### src/rtl/mmu_xlate_ctrl.sv
// Translation front-end: arbitrates IF/MEM translation requests onto a single TLB port,
// decodes fixed segments locally and sequences mapped accesses through the TLB.
module mmu_xlate_ctrl #(
  parameter int WITH_TLB = 1,
  parameter int PFN_W    = 20
) (
  input  logic             clk,
  input  logic             rst,
  input  logic             user_mode,
  input  logic             kseg0_uncached,
  input  logic             flush,
  input  logic             i_req,
  input  logic [31:0]      i_vaddr,
  output logic             i_gnt,
  output logic             i_resp_valid,
  input  logic             d_req,
  input  logic [31:0]      d_vaddr,
  input  logic             d_we,
  output logic             d_gnt,
  output logic             d_resp_valid,
  output logic [31:0]      resp_paddr,
  output logic             resp_uncached,
  output logic [2:0]       resp_exc,
  output logic             tlb_req,
  output logic [31:0]      tlb_vaddr,
  input  logic             tlb_ack,
  input  logic             tlb_hit,
  input  logic             tlb_v,
  input  logic             tlb_d,
  input  logic [PFN_W-1:0] tlb_pfn,
  input  logic [2:0]       tlb_c
);

  typedef enum logic [1:0] {
    S_IDLE   = 2'd0,
    S_RESP   = 2'd1,
    S_LOOKUP = 2'd2,
    S_ABORT  = 2'd3
  } state_t;

  localparam logic [2:0] EXC_NONE = 3'd0;
  localparam logic [2:0] EXC_ADEL = 3'd1;
  localparam logic [2:0] EXC_REFL = 3'd2;
  localparam logic [2:0] EXC_INV  = 3'd3;
  localparam logic [2:0] EXC_MOD  = 3'd4;

  state_t      r_state;
  logic        r_rr_last;   // 1 = data granted last
  logic        r_sel;       // requester of the transaction in flight, 1 = data
  logic        r_we;
  logic [11:0] r_va_lo;
  logic [31:0] r_pend_paddr;
  logic        r_pend_unc;
  logic [2:0]  r_pend_exc;
  logic        r_i_gnt, r_d_gnt, r_i_resp, r_d_resp, r_unc, r_tlb_req;
  logic [31:0] r_paddr, r_tlb_vaddr;
  logic [2:0]  r_exc;

  logic        w_pick_d, w_grant, w_mapped, w_unc, w_tlb_unc;
  logic [31:0] w_vaddr, w_paddr, w_tlb_paddr;
  logic [2:0]  w_exc, w_tlb_exc;

  // Round-robin pick: on a tie the side not granted last wins.
  assign w_pick_d = d_req & (~i_req | ~r_rr_last);
  assign w_grant  = (r_state == S_IDLE) & ~flush & (i_req | d_req);
  assign w_vaddr  = w_pick_d ? d_vaddr : i_vaddr;

  // Segment decode of the candidate request.
  always_comb begin
    w_mapped = 1'b0;
    w_paddr  = 32'd0;
    w_unc    = 1'b0;
    w_exc    = EXC_NONE;
    if (user_mode & w_vaddr[31]) begin
      w_exc = EXC_ADEL;
    end else if (w_vaddr[31:29] == 3'b100) begin
      w_paddr = {3'b000, w_vaddr[28:0]};
      w_unc   = kseg0_uncached;
    end else if (w_vaddr[31:29] == 3'b101) begin
      w_paddr = {3'b000, w_vaddr[28:0]};
      w_unc   = 1'b1;
    end else if (WITH_TLB != 0) begin
      w_mapped = 1'b1;
    end else begin
      w_paddr = w_vaddr;
    end
  end

  // TLB result classification for the latched access.
  always_comb begin
    w_tlb_paddr = 32'd0;
    w_tlb_unc   = 1'b0;
    w_tlb_exc   = EXC_NONE;
    if (!tlb_hit) begin
      w_tlb_exc = EXC_REFL;
    end else if (!tlb_v) begin
      w_tlb_exc = EXC_INV;
    end else if (r_we & ~tlb_d) begin
      w_tlb_exc = EXC_MOD;
    end else begin
      w_tlb_paddr = 32'({tlb_pfn, r_va_lo});
      w_tlb_unc   = (tlb_c == 3'b010);
    end
  end

  // Control FSM; pulses and response fields default low every cycle.
  always_ff @(posedge clk or posedge rst) begin
    if (rst) begin
      r_state      <= S_IDLE;
      r_rr_last    <= 1'b1;
      r_sel        <= 1'b0;
      r_we         <= 1'b0;
      r_va_lo      <= 12'd0;
      r_pend_paddr <= 32'd0;
      r_pend_unc   <= 1'b0;
      r_pend_exc   <= EXC_NONE;
      r_i_gnt      <= 1'b0;
      r_d_gnt      <= 1'b0;
      r_i_resp     <= 1'b0;
      r_d_resp     <= 1'b0;
      r_paddr      <= 32'd0;
      r_unc        <= 1'b0;
      r_exc        <= EXC_NONE;
      r_tlb_req    <= 1'b0;
      r_tlb_vaddr  <= 32'd0;
    end else begin
      r_i_gnt  <= 1'b0;
      r_d_gnt  <= 1'b0;
      r_i_resp <= 1'b0;
      r_d_resp <= 1'b0;
      r_paddr  <= 32'd0;
      r_unc    <= 1'b0;
      r_exc    <= EXC_NONE;
      case (r_state)
        S_IDLE: begin
          if (w_grant) begin
            r_i_gnt      <= ~w_pick_d;
            r_d_gnt      <= w_pick_d;
            r_sel        <= w_pick_d;
            r_rr_last    <= w_pick_d;
            r_we         <= w_pick_d & d_we;
            r_va_lo      <= w_vaddr[11:0];
            r_pend_paddr <= w_paddr;
            r_pend_unc   <= w_unc;
            r_pend_exc   <= w_exc;
            if (w_mapped) begin
              r_tlb_vaddr <= w_vaddr;
              r_state     <= S_LOOKUP;
            end else begin
              r_state <= S_RESP;
            end
          end
        end
        S_RESP: begin
          if (!flush) begin
            r_i_resp <= ~r_sel;
            r_d_resp <= r_sel;
            r_paddr  <= r_pend_paddr;
            r_unc    <= r_pend_unc;
            r_exc    <= r_pend_exc;
          end
          r_state <= S_IDLE;
        end
        S_LOOKUP: begin
          if (!r_tlb_req) begin
            // A flush before the lookup is issued leaves nothing outstanding at the TLB.
            if (flush) r_state <= S_IDLE;
            else       r_tlb_req <= 1'b1;
          end else if (tlb_ack) begin
            r_tlb_req <= 1'b0;
            r_state   <= S_IDLE;
            if (!flush) begin
              r_i_resp <= ~r_sel;
              r_d_resp <= r_sel;
              r_paddr  <= w_tlb_paddr;
              r_unc    <= w_tlb_unc;
              r_exc    <= w_tlb_exc;
            end
          end else if (flush) begin
            r_state <= S_ABORT;
          end
        end
        S_ABORT: begin
          if (tlb_ack) begin
            r_tlb_req <= 1'b0;
            r_state   <= S_IDLE;
          end
        end
        default: begin
          r_tlb_req <= 1'b0;
          r_state   <= S_IDLE;
        end
      endcase
    end
  end

  assign i_gnt         = r_i_gnt;
  assign d_gnt         = r_d_gnt;
  assign i_resp_valid  = r_i_resp;
  assign d_resp_valid  = r_d_resp;
  assign resp_paddr    = r_paddr;
  assign resp_uncached = r_unc;
  assign resp_exc      = r_exc;
  assign tlb_req       = r_tlb_req;
  assign tlb_vaddr     = r_tlb_vaddr;

endmodule

### config.mk
export PLATFORM = sky130hd
export DESIGN_NAME = mmu_xlate_ctrl
export DESIGN_NICKNAME = d
export VERILOG_FILES = /design/src/rtl/mmu_xlate_ctrl.sv
export SDC_FILE = /design/constraint.sdc
export NUM_CORES = 1
export LEC_CHECK = 0
export BUFFER_PORTS_ARGS = -buffer_cell sky130_fd_sc_hd__buf_2
export CAP_MARGIN = 20
export CORE_MARGIN = 4
export CORE_UTILIZATION = 50
export DETAILED_ROUTE_END_ITERATION = 16
export PLACE_DENSITY = 0.8
export SLEW_MARGIN = 20
export SYNTH_ARGS = -nofsm -noshare
export SYNTH_HDL_FRONTEND = slang
export SYNTH_SLANG_ARGS = --single-unit
### constraint.sdc
create_clock -name clk -period 9.9 [get_ports clk]
set_input_delay 1.98 -clock clk [delete_from_list [all_inputs] [get_ports clk]]
set_output_delay 1.98 -clock clk [all_outputs]
set_load 0.02 [all_outputs]
## Word-level counts from Yosys, hierarchy flattened

Index checks and enable logic that the tools add are counted.

- Register bits: 126
- Input bits: 99

- Multiplexer cells: 60
- Reductions and logical operators: 6
- Bitwise logic cells: 14
- Equal/unequal tests: 10

Operators by type and width:

| kind | count |
|---|---|
| two-way mux 32 bit | 8 |
| two-way mux 29 bit | 3 |
| one-hot mux 32 bit (2 select lines) | 1 |
| two-way mux 1 bit | 28 |
| two-way mux 3 bit | 7 |
| two-way mux 2 bit | 7 |
| one-hot mux 1 bit (2 select lines) | 4 |
| one-hot mux 2 bit (4 select lines) | 1 |
| bitwise AND 1 bit | 6 |
| equality test 3 bit, second input constant | 2 |
| inequality test 3 bit, second input constant | 2 |
| NOT 1 bit | 6 |
| one-hot mux 3 bit (2 select lines) | 1 |
| equality test 2 bit, second input constant | 2 |
| inequality test 2 bit, second input constant | 2 |
| AND reduction 2 bit | 2 |
| AND reduction 4 bit | 1 |
| equality test 3 x 2 -> 1 bit, second input constant | 1 |
| AND reduction 3 bit | 1 |
| equality test 2 x 1 -> 1 bit, second input constant | 1 |
| logical NOT 2 bit | 1 |
| bitwise OR 1 bit | 2 |
| nonzero test 2 bit | 1 |

## Logic depth before layout (Yosys ltp)

Gate-level depths: netlist of the first run.

- Depth after elaboration: 11
- Depth in mapped cells: 8
- Depth with buffers taken out: 6

## Least setup slack after synthesis of the first run

OpenSTA, ideal clock, no wires.

- Path kind: input -> register
- Start: input d_req
- End: register r_tlb_vaddr[29], in the netlist tlb_vaddr[29]
- Data required time: 9775 ps
- Stages on the path: 5
- Setup slack: 6639 ps
- Arrival: 3136 ps
- Library setup time: 125 ps
- Path through: a21boi_4 > mux2i_1 > o21a_1 > buf_6 > mux2_4

- Word-level cells in the longest chain between the ends: 7
- Elaborated cells on any way between the ends: 11
- Those cells by class: eq/ne (2); mux (4); bitwise (4); reduce/logical (1)

RTL lines:

| item | RTL line | RTL |
|---|---|---|
| from (decl) | 16 | `input logic d_req,` |
| bitwise AND 1 bit | 64 | `assign w_pick_d = d_req & (~i_req \| ~r_rr_last);` |
| two-way mux 32 bit | 66 | `assign w_vaddr = w_pick_d ? d_vaddr : i_vaddr;` |
| equality test 3 bit | 79 | `end else if (w_vaddr[31:29] == 3'b101) begin` |
| two-way mux 1 bit | 79 |  |
| two-way mux 1 bit | 76 | `end else if (w_vaddr[31:29] == 3'b100) begin` |
| two-way mux 1 bit | 74 | `if (user_mode & w_vaddr[31]) begin` |
| AND reduction 3 bit (no source line) | -- |  |
| to (signal assigned) | 147 | `r_tlb_vaddr <= w_vaddr;` |
| to (decl) | 56 | `logic [31:0] r_paddr, r_tlb_vaddr;` |

Several ways; a longest one is shown, not always the timed one.
A chain may end at the register's enable or synchronous reset.

## Worst setup path in the final report of the first run

Same ends and word-level chain as after synthesis.

==> Implementation_results.wiki, run 1 <==
{| class="wikitable"
! Metric !! Value
|-
| Areal power density over the cells || 276 nW/um^2
|-
| Number of global-route vias before repair || 3,890
|-
| Transition time at the pin with the least slew margin || 1.10 ns
|-
| Clock transition at the registers of the reported paths || 0.05 ns
|-
| Cell chosen for the clock root || sky130_fd_sc_hd__clkbuf_8
|-
| Area overhead of the layout relative to synthesis || 30.2%
|-
| Max-capacitance violation count || 0
|-
| Max-slew violation count || 0
|-
| Post-layout util || 66.4%
|-
| Final hold slack || 0.459 ns
|-
| Worst Path Class, Setup || primary input to flop
|-
| Cells on Worst Hold Path || 1
|-
| Worst Setup Start Kind || primary input
|-
| FF-to-FF path depth || 4
|-
| Commonest cells post-synth || sky130_fd_sc_hd__dfrtp_1 (120), sky130_fd_sc_hd__a22o_1 (64), sky130_fd_sc_hd__nand2_1 (44)
|-
| Cell row count || 36
|-
| Met3 global-route usage || 6.24%
|-
| Max_slew headroom || 26.6%
|-
| Number of gates given a new drive strength after cts || 0
|-
| Dominant register cell in the synthesized netlist || sky130_fd_sc_hd__dfrtp_1
|-
| Number of I/O port buffers || 171
|-
| Clock network latency to the later pin of the worst-skew pair || 0.52 ns
|-
| Average instance area after synthesis || 12.7 um^2
|-
| Maximum number of pins on one net before global-route repair || 64
|-
| Worst hold start || r_sel
|-
| Launch instance of the worst register-to-register path || r_rr_last
|-
| Final weighted congestion in routability-driven placement || 0.857
|-
| Static leakage power || 3.38 nW
|-
| Via count || 3,910
|-
| Post-CTS Setup Repair Bufs || 0
|-
| Setup-violating endpoint count in the final report || 0
|-
| Arrival time of the worst setup path || 4.41 ns
|-
| Met2 Use GR || 33.4%
|-
| Sequential cell area || 3030 um^2
|-
| CP Capture Type || flop
|-
| RSZ-0062 raised after global routing || no
|-
| Routed wire length per instance || 18.5 um
|-
| Biggest area consumer among synthesized cells || sky130_fd_sc_hd__dfrtp_1
|-
| H-tree depth reported by CTS || 4
|-
| Footprint of the multi-input gates || 1810 um^2
|-
| Number of buffers inserted by hold repair at cts || 0
|-
| First-iteration detailed-routing DRC count || 272
|-
| Class of the worst hold path || flop to flop
|-
| Achievable frequency || 0.249 GHz
|-
| Met1 capacity usage during global routing || 33.7%
|-
| Detailed-placement wirelength estimate || 9.40 mm
|-
| Final-layout setup total negative slack || 0 ns
|-
| Endpoint of the lowest-slack register-to-register path || tlb_vaddr[29]
|-
| Die area || 11,600 um^2
|-
| Highest net fanout along the worst path || 22
|-
| TritonCTS buffer count || 17
|-
| Die H || 108 um
|-
| Post-synth top area share || 60.5%
|-
| Period minus WS final || 4.01 ns
|-
| Filler instances || 755
|-
| Post-layout nets || 665
|-
| Total number of yosys warnings || 0
|-
| Run status || complete, no violations
|-
| Clock tree from TritonCTS || built
|-
| Antenna-violating nets left || 0
|-
| Routed Wire Length || 13.1 mm
|-
| Ant. Diodes || 0
|-
| Wire length of the first global-routing pass || 20.4 mm
|-
| Number of distinct library cell variants in the gate-level netlist after synthesis || 40
|-
| Detailed-routing iteration count for the pre-antenna-repair pass || 5
|-
| Final hold vios || 0
|-
| Seq/Total Area, Yosys || 61.0%
|-
| Number of standard cells after synthesis || 392
|-
| Layout cells sized above 1 || 38.0%
|-
| Most used routing layer || met1
|-
| CTS sink count || 121
|-
| Highest ir drop seen on vdd || 0.125 mV
|-
| Ratio of routed vias to standard cells || 5.53
|-
| Area of the core || 9730 um^2
|-
| Global-route usage over all layers || 23.2%
|-
| Maximum count of clock buffers along a single path || 2
|-
| Clk_skew || 0.00858 ns
|-
| Top-count cell post-synth || sky130_fd_sc_hd__dfrtp_1
|-
| Aggregate global routing overflow || 0
|-
| Period Utilization, post-route || 40.5%
|-
| Overall power after layout || 1.78 mW
|-
| Count of state elements after synthesis || 121
|-
| Worst setup slack for register-to-register paths || 7.00 ns
|-
| Cell area after synthesis || 4960 um^2
|-
| Post-synth EDFFs || 0
|-
| Chip Width || 108 um
|-
| Syn Nets || 495
|-
| Asr flop ratio synth || 100%
|-
| Antenna violations before repair || 0
|-
| Residual DRC || 0
|-
| Worst Hold End || i_resp_valid
|-
| Synth area leaders || sky130_fd_sc_hd__dfrtp_1 (60%), sky130_fd_sc_hd__a22o_1 (11%), sky130_fd_sc_hd__mux2i_1 (4.2%)
|-
| Data required time of the critical path || 10.30 ns
|-
| Top-Level Pins || 172
|-
| Initial core utilization || 51.0%
|}
## sequential cells by signal, indices dropped and copies added, names as in the netlist
register,count
i_gnt,1
tlb_vaddr,32
r_state,2
r_va_lo,12
resp_exc,3
r_sel,1
tlb_req,1
d_resp_valid,1
r_pend_exc,1
r_pend_paddr,29
d_gnt,1
r_pend_unc,1
r_rr_last,1
r_we,1
i_resp_valid,1
resp_uncached,1
resp_paddr,32
## kinds of logic after synthesis
kind of cell               Yosys count  share of synthesized area, %
AOI/OAI and AO/OA                  139                          22.9
buffers and inverters               29                          2.82
adders and majority gates            4                          1.01
muxes                               24                          4.99
and+or+nand+nor                     75                          7.26
DFF                                121                          61.0
## worst max path at each step
stage                from       endpoint  cells past startpoint
CTS                 d_req   tlb_vaddr[7]                      5
detailed placement  d_req   tlb_vaddr[8]                      5
finish              d_req  tlb_vaddr[29]                      5
global placement    d_req   tlb_vaddr[1]                      5
global route        d_req  tlb_vaddr[29]                      5
floorplan             rst          d_gnt                      1
## layout make-up
class	instances	area share, %
flip-flops and latches	121	46.9
multi-input cells	242	28.1
clock inverters	10	1.59
well taps	133	2.57
inverters	3	0.213
repair buffers	177	13.9
clock buffers	21	6.79
## stage by stage
stage	instances	setup WS, ns	cell area [um^2]
5_1_grt	707	5.77	6460
3_3_place_gp	675	5.40	5920
4_1_cts	707	5.81	6460
3_5_place_dp	676	5.28	5920
6_report	707	5.89	6460
2_1_floorplan	392	4.71	4960
## per-layer routing
metal  wire length, um  vias up
met3               923       24
met1              5940     1916
met5                 0        -
met4               286        0
met2              5960      177
li1                  -     1793
## critical path, cell delays in order
cell                      delay [ns]
sky130_fd_sc_hd__buf_2          0.14
sky130_fd_sc_hd__a21bo_1        0.90
sky130_fd_sc_hd__mux2i_1        0.40
sky130_fd_sc_hd__o21a_1         0.62
sky130_fd_sc_hd__mux2_4         0.35
## placed cells by master, fill, tap and decap left out, drive strengths merged
cell | synthesis | layout
clkinv | 0 | 7
a21bo | 1 | 1
a21o | 14 | 14
o21ai | 7 | 7
or2 | 1 | 1
o22a | 18 | 18
mux2 | 3 | 3
a211oi | 2 | 2
clkinvlp | 0 | 1
nand2 | 44 | 44
nor2 | 10 | 10
a21oi | 5 | 5
nor4b | 2 | 2
nor3 | 1 | 1
nand4bb | 1 | 1
and3 | 1 | 1
nor3b | 1 | 1
o31ai | 20 | 20
a21boi | 2 | 2
ha | 4 | 4
buf | 12 | 177
nor2b | 2 | 2
bufinv | 0 | 2
nand4b | 1 | 1
nand2b | 7 | 7
o211ai | 1 | 1
dfstp | 1 | 1
o21a | 4 | 4
a32o | 1 | 1
inv | 3 | 3
a22o | 64 | 64
clkbuf | 14 | 21
mux2i | 21 | 21
and2 | 4 | 4
dfrtp | 120 | 120
## power by group
part           internal, mW  total [mW]  leakage (nW)  switching [mW]
combinational         0.208       0.510          1.53           0.301
clock                 0.359       0.563         0.271           0.204
sequential            0.630       0.712          1.58          0.0824
Power figures use the tool's default switching activity.
==> inputs of run 2 (changes only) <==
Clock period 9.9 ns to 3.8 ns, I/O delays scaled along.
==> run 2 against run 1 <==
Against the previous run: register-to-register slack got worse by 5.5 ns; via count increased by 0.51%; wire length decreased by 1.2%; non-clock buffer count increased by 4; clock power increased to 2.9 times the previous value; sequential share of layout area decreased by 0.82 points; sequential power increased to 2.6 times the previous value; clock-buffer cell count decreased by 2; global-route usage decreased by 0.30 points; combinational power increased to 2.6 times the previous value; worst hold slack got worse by 0.057 ns; sequential cell count unchanged; largest cell class unchanged; largest power group unchanged; highest routed layer unchanged.
==> Implementation_results.wiki, run 2 (synthesized netlist as in run 1, its figures left out) <==
{| class="wikitable"
! Metric !! Value
|-
| CP Capture Type || flop
|-
| Period Utilization, post-route || 60.9%
|-
| Antenna-violating nets left || 0
|-
| Cell chosen for the clock root || sky130_fd_sc_hd__clkbuf_8
|-
| First-iteration detailed-routing DRC count || 284
|-
| Worst Path Class, Setup || flop to flop
|-
| H-tree depth reported by CTS || 4
|-
| Clock tree from TritonCTS || built
|-
| Area overhead of the layout relative to synthesis || 32.5%
|-
| Routed wire length per instance || 18.2 um
|-
| Antenna violations before repair || 0
|-
| Wire length of the first global-routing pass || 20.5 mm
|-
| Number of standard cells in the final layout excluding fillers || 712
|-
| Arrival time of the worst setup path || 2.70 ns
|-
| Maximum number of pins on one net before global-route repair || 55
|-
| Max_slew headroom || 38.7%
|-
| CP Cell Sequence || inv_1, ha_1, nand2b_1, nor2_1, buf_4, o21a_1, mux2_4
|-
| Max-capacitance violation count || 0
|-
| Routed Wire Length || 13.0 mm
|-
| Detailed-placement wirelength estimate || 9.47 mm
|-
| Static leakage power || 3.41 nW
|-
| Highest net fanout along the worst path || 22
|-
| CTS sink count || 121
|-
| Number of gates given a new drive strength after cts || 0
|-
| Via count || 3,930
|-
| Period minus WS final || 2.31 ns
|-
| Chip Width || 108 um
|-
| Clk_skew || 0.00688 ns
|-
| Number of buffers inserted by hold repair at cts || 0
|-
| RSZ-0062 raised after global routing || no
|-
| Highest ir drop seen on vdd || 0.453 mV
|-
| Die area || 11,600 um^2
|-
| Ratio of routed vias to standard cells || 5.52
|-
| Number of global-route vias before repair || 3,924
|-
| Final hold slack || 0.402 ns
|-
| Aggregate global routing overflow || 0
|-
| Detailed-routing iteration count for the pre-antenna-repair pass || 4
|-
| Class of the worst hold path || primary input to async pin
|-
| Global-route usage over all layers || 22.9%
|-
| Final-layout setup total negative slack || 0 ns
|-
| Final weighted congestion in routability-driven placement || 0.855
|-
| Number of I/O port buffers || 171
|-
| Area of the core || 9730 um^2
|-
| Worst-path cell with the longest stage delay || sky130_fd_sc_hd__o21a_1
|-
| Setup-violating endpoint count in the final report || 0
|-
| Maximum count of clock buffers along a single path || 2
|-
| Final hold vios || 0
|-
| TritonCTS buffer count || 17
|-
| Areal power density over the cells || 727 nW/um^2
|-
| DP Cell Count || 680
|-
| Most frequent standard cell in the layout excluding fill and tap cells || sky130_fd_sc_hd__buf_2
|-
| Transition time at the pin with the least slew margin || 0.920 ns
|-
| Worst Setup Start Kind || flop
|-
| Layout cells sized above 1 || 39.0%
|-
| Achievable frequency || 0.432 GHz
|-
| Critical path's largest stage delay || 0.63 ns
|-
| Post-layout nets || 669
|-
| Initial core utilization || 51.0%
|-
| Clock network latency to the later pin of the worst-skew pair || 0.50 ns
|-
| Ant. Diodes || 0
|-
| Top-Level Pins || 172
|-
| Run status || complete, no violations
|-
| Post-CTS Setup Repair Bufs || 0
|-
| Commonest cells after routing, fill and taps aside || sky130_fd_sc_hd__buf_2 (171), sky130_fd_sc_hd__dfrtp_1 (120), sky130_fd_sc_hd__a22o_1 (64)
|-
| Die H || 108 um
|-
| Residual DRC || 0
|-
| Overall power after layout || 4.78 mW
|-
| Clock transition at the registers of the reported paths || 0.06 ns
|-
| Cell row count || 36
|-
| Data required time of the critical path || 4.19 ns
|-
| Max-slew violation count || 0
|}
-- run 2: area by class of cell --
class	count	area (um^2)
tap	133	166
fill	737	3150
inverter	3	15.0
clock buffer	19	442
clock inverter	13	169
timing repair buffer	181	943
sequential	121	3030
multi-input combinational	242	1810
-- run 2: final timing paths --
path | startpoint | to | slack [ns] | depth (start not counted)
max in group asynchronous | rst | resp_paddr[25] | 2.53 | 3
min | rst | resp_paddr[27] | 0.40 | 2
min in group clk | tlb_d | resp_exc[2] | 0.44 | 2
max | r_state[0] | tlb_vaddr[29] | 1.49 | 7
max reg2reg | r_state[0] | tlb_vaddr[29] | 1.49 | 7
min reg2reg | r_sel | i_resp_valid | 0.45 | 1
-- run 2: metrics by stage --
step,instance area [um^2],util (%),setup slack (ns)
after floorplan,4970,-,1.56
after global placement,5970,61.3,1.19
after detailed placement,5970,61.3,1.10
after CTS,6580,67.6,1.52
after global routing,6580,67.6,1.29
final,6580,67.6,1.49
-- run 2: critical path, delay by kind of cell (launching register included) --
kind,cells,cell delay (ns)
AO/OA/AOI/OAI,1,0.63
adder cells (fa/ha/maj),1,0.23
buffers and inverters,2,0.36
flip-flops,1,0.41
multiplexers,1,0.35
AND/OR/NAND/NOR,2,0.21
-- run 2: layer usage --
| metal | GRT usage [%] | wire length, um | vias to the layer above |
|---|---|---|---|
| li1 | - | - | 1810 |
| met1 | 33.5 | 5780 | 1950 |
| met2 | 34.2 | 6000 | 157 |
| met3 | 4.98 | 999 | 13 |
| met4 | 7.30 | 183 | 0 |
| met5 | 0 | 0 | - |
-- run 2: power by group --
part	total, mW	switching, mW	internal [mW]
Combinational	1.32	0.774	0.550
Sequential	1.85	0.206	1.64
Clock	1.61	0.574	1.04
Total	4.78	1.55	3.23
==> inputs of run 3 (changes only) <==
Settings changed: CORE_UTILIZATION 50 to 45, PLACE_DENSITY 0.8 to 0.76.
Clock period 3.8 ns to 2.1 ns, I/O delays scaled along.
==> run 3 against run 2 <==
Against the previous run: worst hold slack got worse by 0.31 ns; non-clock buffer count grew 13; power up 80%; core utilization decreased by 5.8 points; fmax grew 16%; clock-buffer cell count is 3 higher; sequential share of layout area fell by 0.82 points; clock power increased by 70%; first-iteration DRC count up 1.4%; critical path depth down 1; via count up 1.9%; wire length rose by 8.3%; highest routed layer unchanged.
==> Implementation_results.wiki, run 3 (synthesized netlist as in run 1, its figures left out) <==
{| class="wikitable"
! Metric !! Value
|-
| CTS sink count || 121
|-
| Maximum number of pins on one net before global-route repair || 122
|-
| Antenna-violating nets left || 0
|-
| Arrival time of the worst setup path || 2.38 ns
|-
| Maximum count of clock buffers along a single path || 2
|-
| First-iteration detailed-routing DRC count || 288
|-
| Post-route cell area || 6700 um^2
|-
| Cell row count || 38
|-
| Number of buffers inserted by hold repair at cts || 0
|-
| Routed wire length per instance || 19.1 um
|-
| Antenna violations before repair || 1
|-
| Number of global-route vias before repair || 4,056
|-
| Ratio of routed vias to standard cells || 5.46
|-
| Wire length of the first global-routing pass || 22.3 mm
|-
| Post-layout util || 61.8%
|-
| Final weighted congestion in routability-driven placement || 0.827
|-
| H-tree depth reported by CTS || 4
|-
| Static leakage power || 3.47 nW
|-
| FF-to-FF path depth || 6
|-
| Highest ir drop seen on vdd || 0.609 mV
|-
| Most frequent standard cell in the layout excluding fill and tap cells || sky130_fd_sc_hd__buf_2
|-
| Worst Setup Start Kind || flop
|-
| Final hold vios || 0
|-
| Max_slew headroom || 36.9%
|-
| Cell chosen for the clock root || sky130_fd_sc_hd__clkbuf_8
|-
| Transition time at the pin with the least slew margin || 0.946 ns
|-
| Via count || 4,003
|-
| Setup-violating endpoint count in the final report || 0
|-
| Number of I/O port buffers || 171
|-
| Die H || 113 um
|-
| Detailed-placement wirelength estimate || 10.2 mm
|-
| Area overhead of the layout relative to synthesis || 34.9%
|-
| Residual DRC || 0
|-
| Chip Width || 113 um
|-
| Max-capacitance violation count || 0
|-
| Clock transition at the registers of the reported paths || 0.06 ns
|-
| Aggregate global routing overflow || 0
|-
| Number of standard cells in the final layout excluding fillers || 733
|-
| Areal power density over the cells || 1290 nW/um^2
|-
| Achievable frequency || 0.503 GHz
|-
| Final hold slack || 0.0935 ns
|-
| Layout cells sized above 1 || 41.2%
|-
| CP Capture Type || flop
|-
| Commonest cells after routing, fill and taps aside || sky130_fd_sc_hd__buf_2 (171), sky130_fd_sc_hd__dfrtp_1 (120), sky130_fd_sc_hd__a22o_1 (64)
|-
| Post-layout nets || 682
|-
| Overall power after layout || 8.63 mW
|-
| DP Cell Count || 700
|-
| Global-route usage over all layers || 22.6%
|-
| Initial core utilization || 45.8%
|-
| Run status || complete, no violations
|-
| Data required time of the critical path || 2.50 ns
|-
| Number of gates given a new drive strength after cts || 1
|-
| Clk_skew || 0.00972 ns
|-
| Die area || 12,800 um^2
|-
| Period minus WS final || 1.99 ns
|-
| Area of the core || 10,800 um^2
|-
| Clock network latency to the later pin of the worst-skew pair || 0.51 ns
|-
| Clock tree from TritonCTS || built
|-
| Routed Wire Length || 14.0 mm
|-
| DP Area || 6090 um^2
|-
| Class of the worst hold path || primary input to async pin
|-
| Worst Path Class, Setup || flop to flop
|-
| Post-CTS Setup Repair Bufs || 0
|-
| TritonCTS buffer count || 17
|-
| Highest net fanout along the worst path || 12
|-
| Period Utilization, post-route || 94.6%
|-
| Max-slew violation count || 0
|-
| Detailed-routing iteration count for the pre-antenna-repair pass || 4
|-
| Top-Level Pins || 172
|}
run 3: where the power goes:
group / switching [mW] / internal [mW]
sequential: 0.418 / 2.97
clock: 1.02 / 1.72
combinational: 1.44 / 1.06
run 3: cell type report:
type | instances | area [um^2]
Timing Repair Buffer | 194 | 1060
Clock inverter | 10 | 92.6
Tap cell | 140 | 175
Sequential cell | 121 | 3030
Antenna cell | 1 | 2.50
Inverter | 3 | 15.0
Clock buffer | 22 | 483
Fill cell | 867 | 4140
Multi-Input combinational cell | 242 | 1840
run 3: critical path, cell delays in order (launching register included):
cell and delay [ns]:
sky130_fd_sc_hd__dfstp_2 0.58, sky130_fd_sc_hd__a21bo_1 0.17, sky130_fd_sc_hd__buf_6 0.21, sky130_fd_sc_hd__buf_4 0.24
sky130_fd_sc_hd__mux2i_1 0.34, sky130_fd_sc_hd__nand2_1 0.13, sky130_fd_sc_hd__o22a_1 0.19
run 3: path summary, 6_finish.rpt:
check | to | startpoint | slack (ns)
max | tlb_vaddr[14] | r_rr_last | 0.11
max reg2reg | tlb_vaddr[14] | r_rr_last | 0.11
min reg2reg | i_resp_valid | r_sel | 0.44
min | r_va_lo[2] | rst | 0.09
max in group asynchronous | r_pend_unc | rst | 1.55
min in group clk | resp_exc[2] | tlb_d | 0.10
run 3: metal layers:
layer / routed length (um) / track usage (%)
met5: 0 / 0
met4: 152 / 7.85
met3: 891 / 5.03
met2: 6560 / 32.7
met1: 6430 / 33.7
run 3: metrics by stage:
| step | setup TNS, ns | setup WS, ns |
|---|---|---|
| 2_1_floorplan | 0 | 0.197 |
| 3_3_place_gp | 0 | 0.00247 |
| 3_5_place_dp | -3.24 | -0.149 |
| 4_1_cts | 0 | 0.0185 |
| 5_1_grt | -0.0104 | -0.00663 |
| 6_report | 0 | 0.113 |
